--- src/rtl/fetch_pkg.sv ---
// Shared types and constants for the instruction fetch stage.
package fetch_pkg;

  localparam int XLEN = 32;
  localparam logic [XLEN-1:0] PC_STEP  = 32'd4;
  localparam logic [XLEN-1:0] INST_NOP = 32'h0000_0013;

  typedef struct packed {
    logic [XLEN-1:0] inst;
    logic [XLEN-1:0] pc;
  } fetch_entry_t;

endpackage

--- src/rtl/fetch_fifo.sv ---
// Small synchronous FIFO of fetched {instruction, pc} entries.
// Flush wins over push and pop.
module fetch_fifo
  import fetch_pkg::*;
#(
  parameter int DEPTH = 2
) (
  input  logic                           clk,
  input  logic                           rst,
  input  logic                           push,
  input  logic                           pop,
  input  logic                           flush,
  input  fetch_entry_t                   wr_entry,
  output fetch_entry_t                   head,
  output logic [$clog2(DEPTH+1)-1:0]     count,
  output logic                           full,
  output logic                           empty
);

  localparam int PW = $clog2(DEPTH);
  localparam int CW = $clog2(DEPTH+1);

  fetch_entry_t    mem [DEPTH];
  logic [PW-1:0]   wr_ptr;
  logic [PW-1:0]   rd_ptr;
  logic            do_push;
  logic            do_pop;

  assign full    = (count == CW'(DEPTH));
  assign empty   = (count == '0);
  assign do_push = push && !flush && (!full || pop);
  assign do_pop  = pop && !flush && !empty;
  assign head    = mem[rd_ptr];

  // NOTE: the storage array is deliberately not reset; only pointers and count need a known state.
  always_ff @(posedge clk) begin
    if (do_push) mem[wr_ptr] <= wr_entry;
  end

  // NOTE: sequential state is updated with non-blocking assignments only, so every reader sees pre-edge values.
  always_ff @(posedge clk or posedge rst) begin
    if (rst) begin
      wr_ptr <= '0;
      rd_ptr <= '0;
      count  <= '0;
    end else if (flush) begin
      wr_ptr <= '0;
      rd_ptr <= '0;
      count  <= '0;
    end else begin
      if (do_push) wr_ptr <= wr_ptr + PW'(1);
      if (do_pop)  rd_ptr <= rd_ptr + PW'(1);
      count <= count + CW'(do_push) - CW'(do_pop);
    end
  end

endmodule

--- src/rtl/fetch_stage.sv ---
// Instruction fetch stage: owns the PC, issues credit-limited memory requests,
// buffers responses and drops stale in-flight responses after a redirect.
module fetch_stage
  import fetch_pkg::*;
#(
  parameter logic [XLEN-1:0] RESET_PC   = 32'h0000_0000,
  parameter int              FIFO_DEPTH = 2
) (
  input  logic            clk,
  input  logic            rst,
  output logic            imem_req_valid,
  input  logic            imem_req_ready,
  output logic [XLEN-1:0] imem_req_addr,
  input  logic            imem_rsp_valid,
  input  logic [XLEN-1:0] imem_rsp_data,
  input  logic            redirect_valid,
  input  logic [XLEN-1:0] redirect_pc,
  output logic            dec_valid,
  input  logic            dec_ready,
  output logic [XLEN-1:0] dec_inst,
  output logic [XLEN-1:0] dec_pc
);

  localparam int CW = $clog2(FIFO_DEPTH+1);
  localparam logic [CW:0] DEPTH_C = (CW+1)'(FIFO_DEPTH);

  logic [XLEN-1:0] pc;
  logic [XLEN-1:0] rsp_pc;
  logic [CW-1:0]   outstanding;
  logic [CW-1:0]   drop_cnt;
  logic [CW-1:0]   fifo_count;
  logic            fifo_full;
  logic            fifo_empty;
  fetch_entry_t    fifo_head;
  fetch_entry_t    push_entry;
  logic            pop;
  logic            push;
  logic            accept;
  logic [CW:0]     inflight;
  logic [XLEN-1:0] target_pc;

  assign target_pc = redirect_pc & ~32'h3;

  // Credit counts both in-flight requests and buffered entries, so a
  // response always has a free FIFO slot waiting for it.
  // NOTE: every signal written in always_comb gets a default first, so no latch can be inferred.
  always_comb begin
    pop            = 1'b0;
    push           = 1'b0;
    inflight       = '0;
    imem_req_valid = 1'b0;
    dec_valid      = 1'b0;
    dec_valid      = !fifo_empty && !redirect_valid;
    pop            = dec_valid && dec_ready;
    inflight       = {1'b0, outstanding} + {1'b0, fifo_count} - {{CW{1'b0}}, pop};
    imem_req_valid = !rst && !redirect_valid && (inflight < DEPTH_C);
    push           = imem_rsp_valid && !redirect_valid && (drop_cnt == '0);
  end

  assign accept         = imem_req_valid && imem_req_ready;
  assign imem_req_addr  = pc;
  assign push_entry     = '{inst: imem_rsp_data, pc: rsp_pc};
  assign dec_inst       = fifo_head.inst;
  assign dec_pc         = fifo_head.pc;

  always_ff @(posedge clk or posedge rst) begin
    if (rst) begin
      pc          <= RESET_PC;
      rsp_pc      <= RESET_PC;
      outstanding <= '0;
      drop_cnt    <= '0;
    end else begin
      outstanding <= outstanding + CW'(accept) - CW'(imem_rsp_valid);
      if (redirect_valid) begin
        pc       <= target_pc;
        rsp_pc   <= target_pc;
        drop_cnt <= outstanding - CW'(imem_rsp_valid);
      end else begin
        if (accept) pc <= pc + PC_STEP;
        if (imem_rsp_valid) begin
          if (drop_cnt != '0) drop_cnt <= drop_cnt - CW'(1);
          else                rsp_pc   <= rsp_pc + PC_STEP;
        end
      end
    end
  end

  fetch_fifo #(.DEPTH(FIFO_DEPTH)) u_fifo (
    .clk      (clk),
    .rst      (rst),
    .push     (push),
    .pop      (pop),
    .flush    (redirect_valid),
    .wr_entry (push_entry),
    .head     (fifo_head),
    .count    (fifo_count),
    .full     (fifo_full),
    .empty    (fifo_empty)
  );

  a_credit: assert property (@(posedge clk) disable iff (rst)
    ({1'b0, outstanding} + {1'b0, fifo_count}) <= DEPTH_C);
  a_drop: assert property (@(posedge clk) disable iff (rst) drop_cnt <= outstanding);
  a_no_spurious_rsp: assert property (@(posedge clk) disable iff (rst)
    !(imem_rsp_valid && outstanding == '0));
  a_no_overflow: assert property (@(posedge clk) disable iff (rst)
    !(push && fifo_full && !pop));

endmodule
--- config.mk ---
export PLATFORM = sky130hd
export DESIGN_NAME = fetch_stage
export DESIGN_NICKNAME = d
export VERILOG_FILES = /design/src/rtl/fetch_pkg.sv /design/src/rtl/fetch_fifo.sv /design/src/rtl/fetch_stage.sv
export SDC_FILE = /design/constraint.sdc
export NUM_CORES = 1
export LEC_CHECK = 0
export CORE_MARGIN = 2
export CORE_UTILIZATION = 39
export DETAILED_ROUTE_END_ITERATION = 7
export GPL_TIMING_DRIVEN = 0
export PLACE_DENSITY = 0.64
export SYNTH_ARGS = -nofsm -noshare
export SYNTH_HDL_FRONTEND = slang
export SYNTH_HIERARCHICAL = 1
export SYNTH_SLANG_ARGS = --single-unit
--- constraint.sdc ---
create_clock -name clk -period 9.48 [get_ports clk]
set_clock_uncertainty 0.05 [all_clocks]
set_input_delay 1.422 -clock clk [delete_from_list [all_inputs] [get_ports clk]]
set_output_delay 1.422 -clock clk [all_outputs]
set_load 0.05 [all_outputs]
==> impl_metrics.toml <==
[timing]
fmax_ghz = 0.1493
maxSlewViolCount = 0
min_period_ns = 6.700
max_slew_margin = 0.4749
period_share = 0.7068
hold_viol = 0
rsz0062_at_grt = "no"
tns_ns = 0
setup_viol = 0
hold_ws_ns = 0.4659
tightest_slew_ns = 0.7866

[worst_setup_path]
timing.critical_path.buf_inv = 4
cp_slowest_cell = "clkdlybuf4s50_1"
cp.arrival_ns = 5.23
timing.rr.end = "imem_req_addr[4]$_DFFE_PP0P_"
slowest_delay_ns = 0.80
cp-end-kind = "output pin"
worst_ep_required_time_ns = 8.01
cp_top_family = "buffers and inverters"
cp_max_fo = 10
startpoint_type = "input pin"
path_cells = "clkdlybuf4s50_1 > buf_6 > clkbuf_1 > nor2_1 > and2_1 > ha_1 > nand2b_1 > fa_1 > xor2_1 > and4b_1 > clkdlybuf4s50_1"
r2r_cells = 13
rrSetupSlack_ns = 5.84
timing.rr.start = "u_fifo/count[1]$_DFF_PP0_"
worstSetupPathType = "input pin to output pin"
timing.critical_path.mode_cell = "clkdlybuf4s50_1"

[floorplan]
die_w_um = 152.4
fp-row-count = 54
die_h_um = 152.4
die_area_mm2 = 0.02322
core_mm2 = 0.02169
start_util = 0.3960
ios = 168

[synthesis]
avgSynthCellArea_um2 = 13.44
syn_inst = 639
synth_area_mm2 = 0.008588
yosys_warnings = 6

[status]
outcome = "finished clean"

[detailed_routing]
first_pass_iters = 5
detail_route.wirelength_mm = 20.02
wl_per_cell_um = 17.83
drtAntennaViolNets = 0
drc = 0
via_per_inst = 5.205
via_count = 5845
drt_iter0_markers = 351

[cells_and_area]
final_nets = 912
mostFrequentLayoutCells = "clkdlybuf4s50_1, edfxtp_1, dfrtp_1, mux2_2, nand2_1"
drive_gt1_frac = 0.1518
syn_to_final_growth_pct = 31.26
antenna-diode-count = 0
mostFrequentLayoutCell = "clkdlybuf4s50_1"
finalNonFillerCells = 1123

[clock_network]
clock_latency_ns = 0.43
post-cts-setup-buffers = 0
cts-hold-fix-buffers = 0
cts_buffers = 17
tritoncts = "yes"
cts-root-buf = "clkbuf_16"
clock_path_buffers = 2
clock_sinks = 196
path_clk_slew_ns = 0.07
cts_resized = 0
cts.htree.levels = 4

[power_and_ir_drop]
power_density_mw_per_mm2 = 184.6
ir_drop_mv = 0.1142
p_leak_uw = 0.004014

[place]
place_inst = 1092
port_buffers = 163
dp_hpwl_mm = 14.61
routabilityCongestion = 0.8415

[min_path]
hold_path.class = "flip-flop to flip-flop"
min_to = "outstanding[1]$_DFF_PP0_"
min_from = "outstanding[1]$_DFF_PP0_"
holdPathStages = 1

[grt]
grt_max_degree = 37
antenna_found_initial = 0
grtUsageTotal = 0.1755
grt_pass1_vias = 5793
grt_overflow_total = 0
grt_pass1_wl_mm = 31.76

[flow_run]
cap_violations = 0
==> per-stage QoR <==
stage                     setup WS (ns)  utilization  cell area [um^2]  power (uW)
after floorplan                   3.270            -              8607        1261
after global placement            1.286       0.4882             10590        1394
after detailed placement          2.719       0.4939             10710        1401
after CTS                         2.684       0.5198             11270        2102
after global routing              2.580       0.5198             11270        2173
final                             2.780       0.5198             11270        2081
==> per-layer routing <==
layer,global-route usage,routed length (um),up-vias
li1,-,-,2760
met1,0.2450,9251,2855
met2,0.2793,9423,210
met3,0.03271,1061,20
met4,0.05652,287,0
met5,0,0,-
==> worst register-to-register path, cell delays in order (launching register included) <==
cell and delay (ns):
dfrtp_1 0.43, nor2_1 0.12, nor2_1 0.05, and2_1 0.22, ha_1 0.28, nand2b_1 0.16, fa_1 0.45, nor4bb_4 0.18
and2_1 0.18, buf_6 0.15, nor2_1 0.48, clkbuf_1 0.49, o21ai_0 0.18, o311ai_0 0.11
==> worst max path at each step <==
stage | cells past startpoint | to | slack, ns | startpoint
after CTS | 11 | imem_req_valid | 2.68 | redirect_valid
after global routing | 11 | imem_req_valid | 2.58 | redirect_valid
after global placement | 8 | u_fifo/mem[1][33]$_DFFE_PP_ | 1.29 | redirect_valid
after detailed placement | 11 | imem_req_valid | 2.72 | redirect_valid
after floorplan | 7 | u_fifo/mem[0][0]$_DFFE_PP_ | 3.27 | redirect_valid
final | 11 | imem_req_valid | 2.78 | redirect_valid
==> power breakdown <==
| group | internal [uW] | total [uW] | switching [uW] |
|---|---|---|---|
| Sequential | 970 | 1030 | 57.8 |
| Clock | 387 | 697 | 310 |
| Combinational | 142 | 356 | 214 |
==> cell type report <==
| cell class | count | area (um^2) |
|---|---|---|
| plain buffers | 26 | 132.6 |
| clock buffers | 18 | 429.2 |
| clock inverters | 13 | 132.6 |
| fillers | 1887 | 10420 |
| inverters | 18 | 67.56 |
| multi-input cells | 404 | 2877 |
| flip-flops and latches | 196 | 5545 |
| well taps | 280 | 350.3 |
| repair buffers | 168 | 1739 |
==> flip-flops by register name (all words and copies together) (netlist names) <==
register,flops
outstanding,2
u_fifo/count,2
u_fifo/mem,128
drop_cnt,2
imem_req_addr,30
u_fifo/wr_ptr,1
rsp_pc,30
u_fifo/rd_ptr,1
(Power assumes the default switching activity.)
==> RTL edit, RTL diff (config.mk and constraints unchanged) <==
Change the parameter `FIFO_DEPTH` from 2 to 4.
--- a/src/rtl/fetch_stage.sv
+++ b/src/rtl/fetch_stage.sv
@@ -4,7 +4,7 @@
   import fetch_pkg::*;
 #(
   parameter logic [XLEN-1:0] RESET_PC   = 32'h0000_0000,
-  parameter int              FIFO_DEPTH = 2
+  parameter int              FIFO_DEPTH = 4
 ) (
   input  logic            clk,
   input  logic            rst,
Function: changed (Yosys sat finds a counterexample within 4 cycles, from zero or initial values and one cycle with rst high).
==> RTL edit against the original RTL <==
Critical path type unchanged; non-clock buffer count up 7; maximum frequency down 6.9%; total power up 67%; count of clock-buffer cells in the layout up 35; via count up 36%; sequential share of layout area up 5.9 points; sequential cell count up 133; hold slack worse by 0.027 ns; core utilization down 2.1 points; largest cell class unchanged; sequential power up 65%; worst setup slack worse by 0.50 ns; routed wire length up 52%; cell area up 53%; synthesized area up 60%.
==> RTL edit: results (changes against the original RTL) <==
min-delay src imem_req_addr[31]$_DFFE_PP0P_ (was outstanding[1]$_DFF_PP0_); yosys warns 6 (unchanged); clk_lat worst skew 0.51 ns (was 0.43 ns); htree depth 2 (was 4); number of global-route vias before repair 7893 (was 5793); hold depth 1 (unchanged); first-pass iteration count of the detailed router 4 (was 5); met1 usage 0.241 (was 0.245); TritonCTS Buffers 38 (was 17); crit path from redirect_valid (unchanged); Reg2Reg Depth 15 (was 13); share of layout cells above drive strength 1 0.155 (was 0.152); DP Wirelength 20400 um (was 14600 um); initial antenna violation count 0 (unchanged); Largest Register u_fifo/mem (unchanged); commonest cells in the netlist edfxtp_1 (256), dfrtp_1 (73), mux4_2 (64), nor2_1 (36), inv_1 (33); Final nets 1116 (was 912); routed wire length 30500 um (was 20000 um); maximum clock insertion buffer count 3 (was 2); postcts setup bufs 0 (unchanged); GP Congestion 0.855 (was 0.842); slew at the pin closest to its max-slew limit 0.909 ns (was 0.787 ns); Leakage 5.85 nW (was 4.01 nW); worst vdd ir 0.121 mV (was 0.114 mV); Post-CTS Resized 0 (unchanged); largest net degree at the start of global routing 67 (was 37); largest cells by area after synthesis edfxtp_1 (56%), dfrtp_1 (13%), mux4_2 (10%); met2 Usage GRT 0.268 (was 0.279); outcome finished clean (unchanged); n_diodes 0 (unchanged); met3 Use GR 0.0301 (was 0.0327); GRT Util Overall 0.168 (was 0.176); crit path DAT 5.72 ns (was 5.23 ns); clk slew on worst S/H paths 0.05 ns (was 0.07 ns); class of the worst hold path reg2reg (unchanged); Avg Inst Size Synth 17.0 um^2 (was 13.4 um^2); max reg flops 256 (was 128); Reg-to-Reg Start u_fifo/count[1]$_DFF_PP0_ (unchanged); root buf cell clkbuf_16 (unchanged); ys async rst share 0.222; post-placement cell count 1440 (was 1092); Filler Cell Count 2974 (was 1887); CP Max Fanout 10 (unchanged); Avg Vias per Cell 5.27 (was 5.20); port buffer count 162 (was 163); Post-synth EDFFs 256; first-pass GRT wire length 46600 um (was 31800 um); DRT iter0 DRCs 444 (was 351); sequential share of the synthesized area 0.691; Cell variety after synth 57; Layout Cells excl Fill 1506 (was 1123)
==> RTL edit: cells by family (layout without fill, tap and decap cells) <==
family                     after synthesis  after routing  share of synthesized area
AOI/OAI and AO/OA                       88             88                     0.0460
xor gates and xnor gates                42             42                     0.0267
adders and majority gates               21             21                     0.0202
buffers and inverters                   68            300                     0.0231
DFF                                    329            329                      0.691
muxes                                   85             85                      0.121
other                                    1             10                   0.000272
and+or+nand+nor                        176            176                     0.0718
==> RTL edit: layout make-up <==
class / instances / area [um^2] / share of cell area
multi-input cells: 422 / 3990 / 0.231
well taps: 455 / 569 / 0.0329
flip-flops and latches: 329 / 9510 / 0.550
repair buffers: 166 / 1730 / 0.100
clock inverters: 13 / 119 / 0.00688
inverters: 33 / 126 / 0.00731
plain buffers: 35 / 194 / 0.0112
clock buffers: 53 / 1040 / 0.0601
==> RTL edit: final timing paths <==
kind / end / slack [ns]
max: imem_req_valid / 2.28
min: imem_req_addr[31]$_DFFE_PP0P_ / 0.44
max reg2reg: outstanding[2]$_DFF_PP0_ / 5.44
min reg2reg: imem_req_addr[31]$_DFFE_PP0P_ / 0.44
max in group asynchronous: imem_req_addr[6]$_DFFE_PP0P_ / 7.24
min in group asynchronous: u_fifo/rd_ptr[0]$_DFFE_PP0P_ / 1.34
==> RTL edit: worst max-delay path, stage by stage <==
cell and delay, ns:
clkbuf_1 0.30, clkbuf_1 0.46, clkbuf_1 0.50, nor2_1 0.21, and2_1 0.27, ha_1 0.19, inv_1 0.05, ha_1 0.21
and3b_1 0.20, nor4_2 0.49, buf_2 0.32, nor2_1 0.06, nor3_1 0.19, clkdlybuf4s50_1 0.85
==> RTL edit: per-stage QoR <==
| step | cell area [um^2] | power, W | setup WS, ns |
|---|---|---|---|
| after detailed placement | 16100 | 0.00216 | 2.39 |
| after global placement | 16000 | 0.00215 | 2.40 |
| final | 17300 | 0.00348 | 2.28 |
| after CTS | 17300 | 0.00352 | 2.35 |
| after global routing | 17300 | 0.00363 | 2.03 |
| after floorplan | 13800 | 0.00199 | 2.68 |
==> RTL edit: where the power goes <==
part	internal (W)	switching (W)
clock	0.000818	0.000535
sequential	0.00162	0.0000704
combinational	0.000172	0.000262
==> RTL edit: layer usage <==
metal,routed length [um],part of all wire,vias to the layer above
met5,0,0,-
met4,484,0.016,0
met3,1740,0.057,39
met2,14300,0.47,235
met1,13900,0.46,4040
li1,-,-,3626
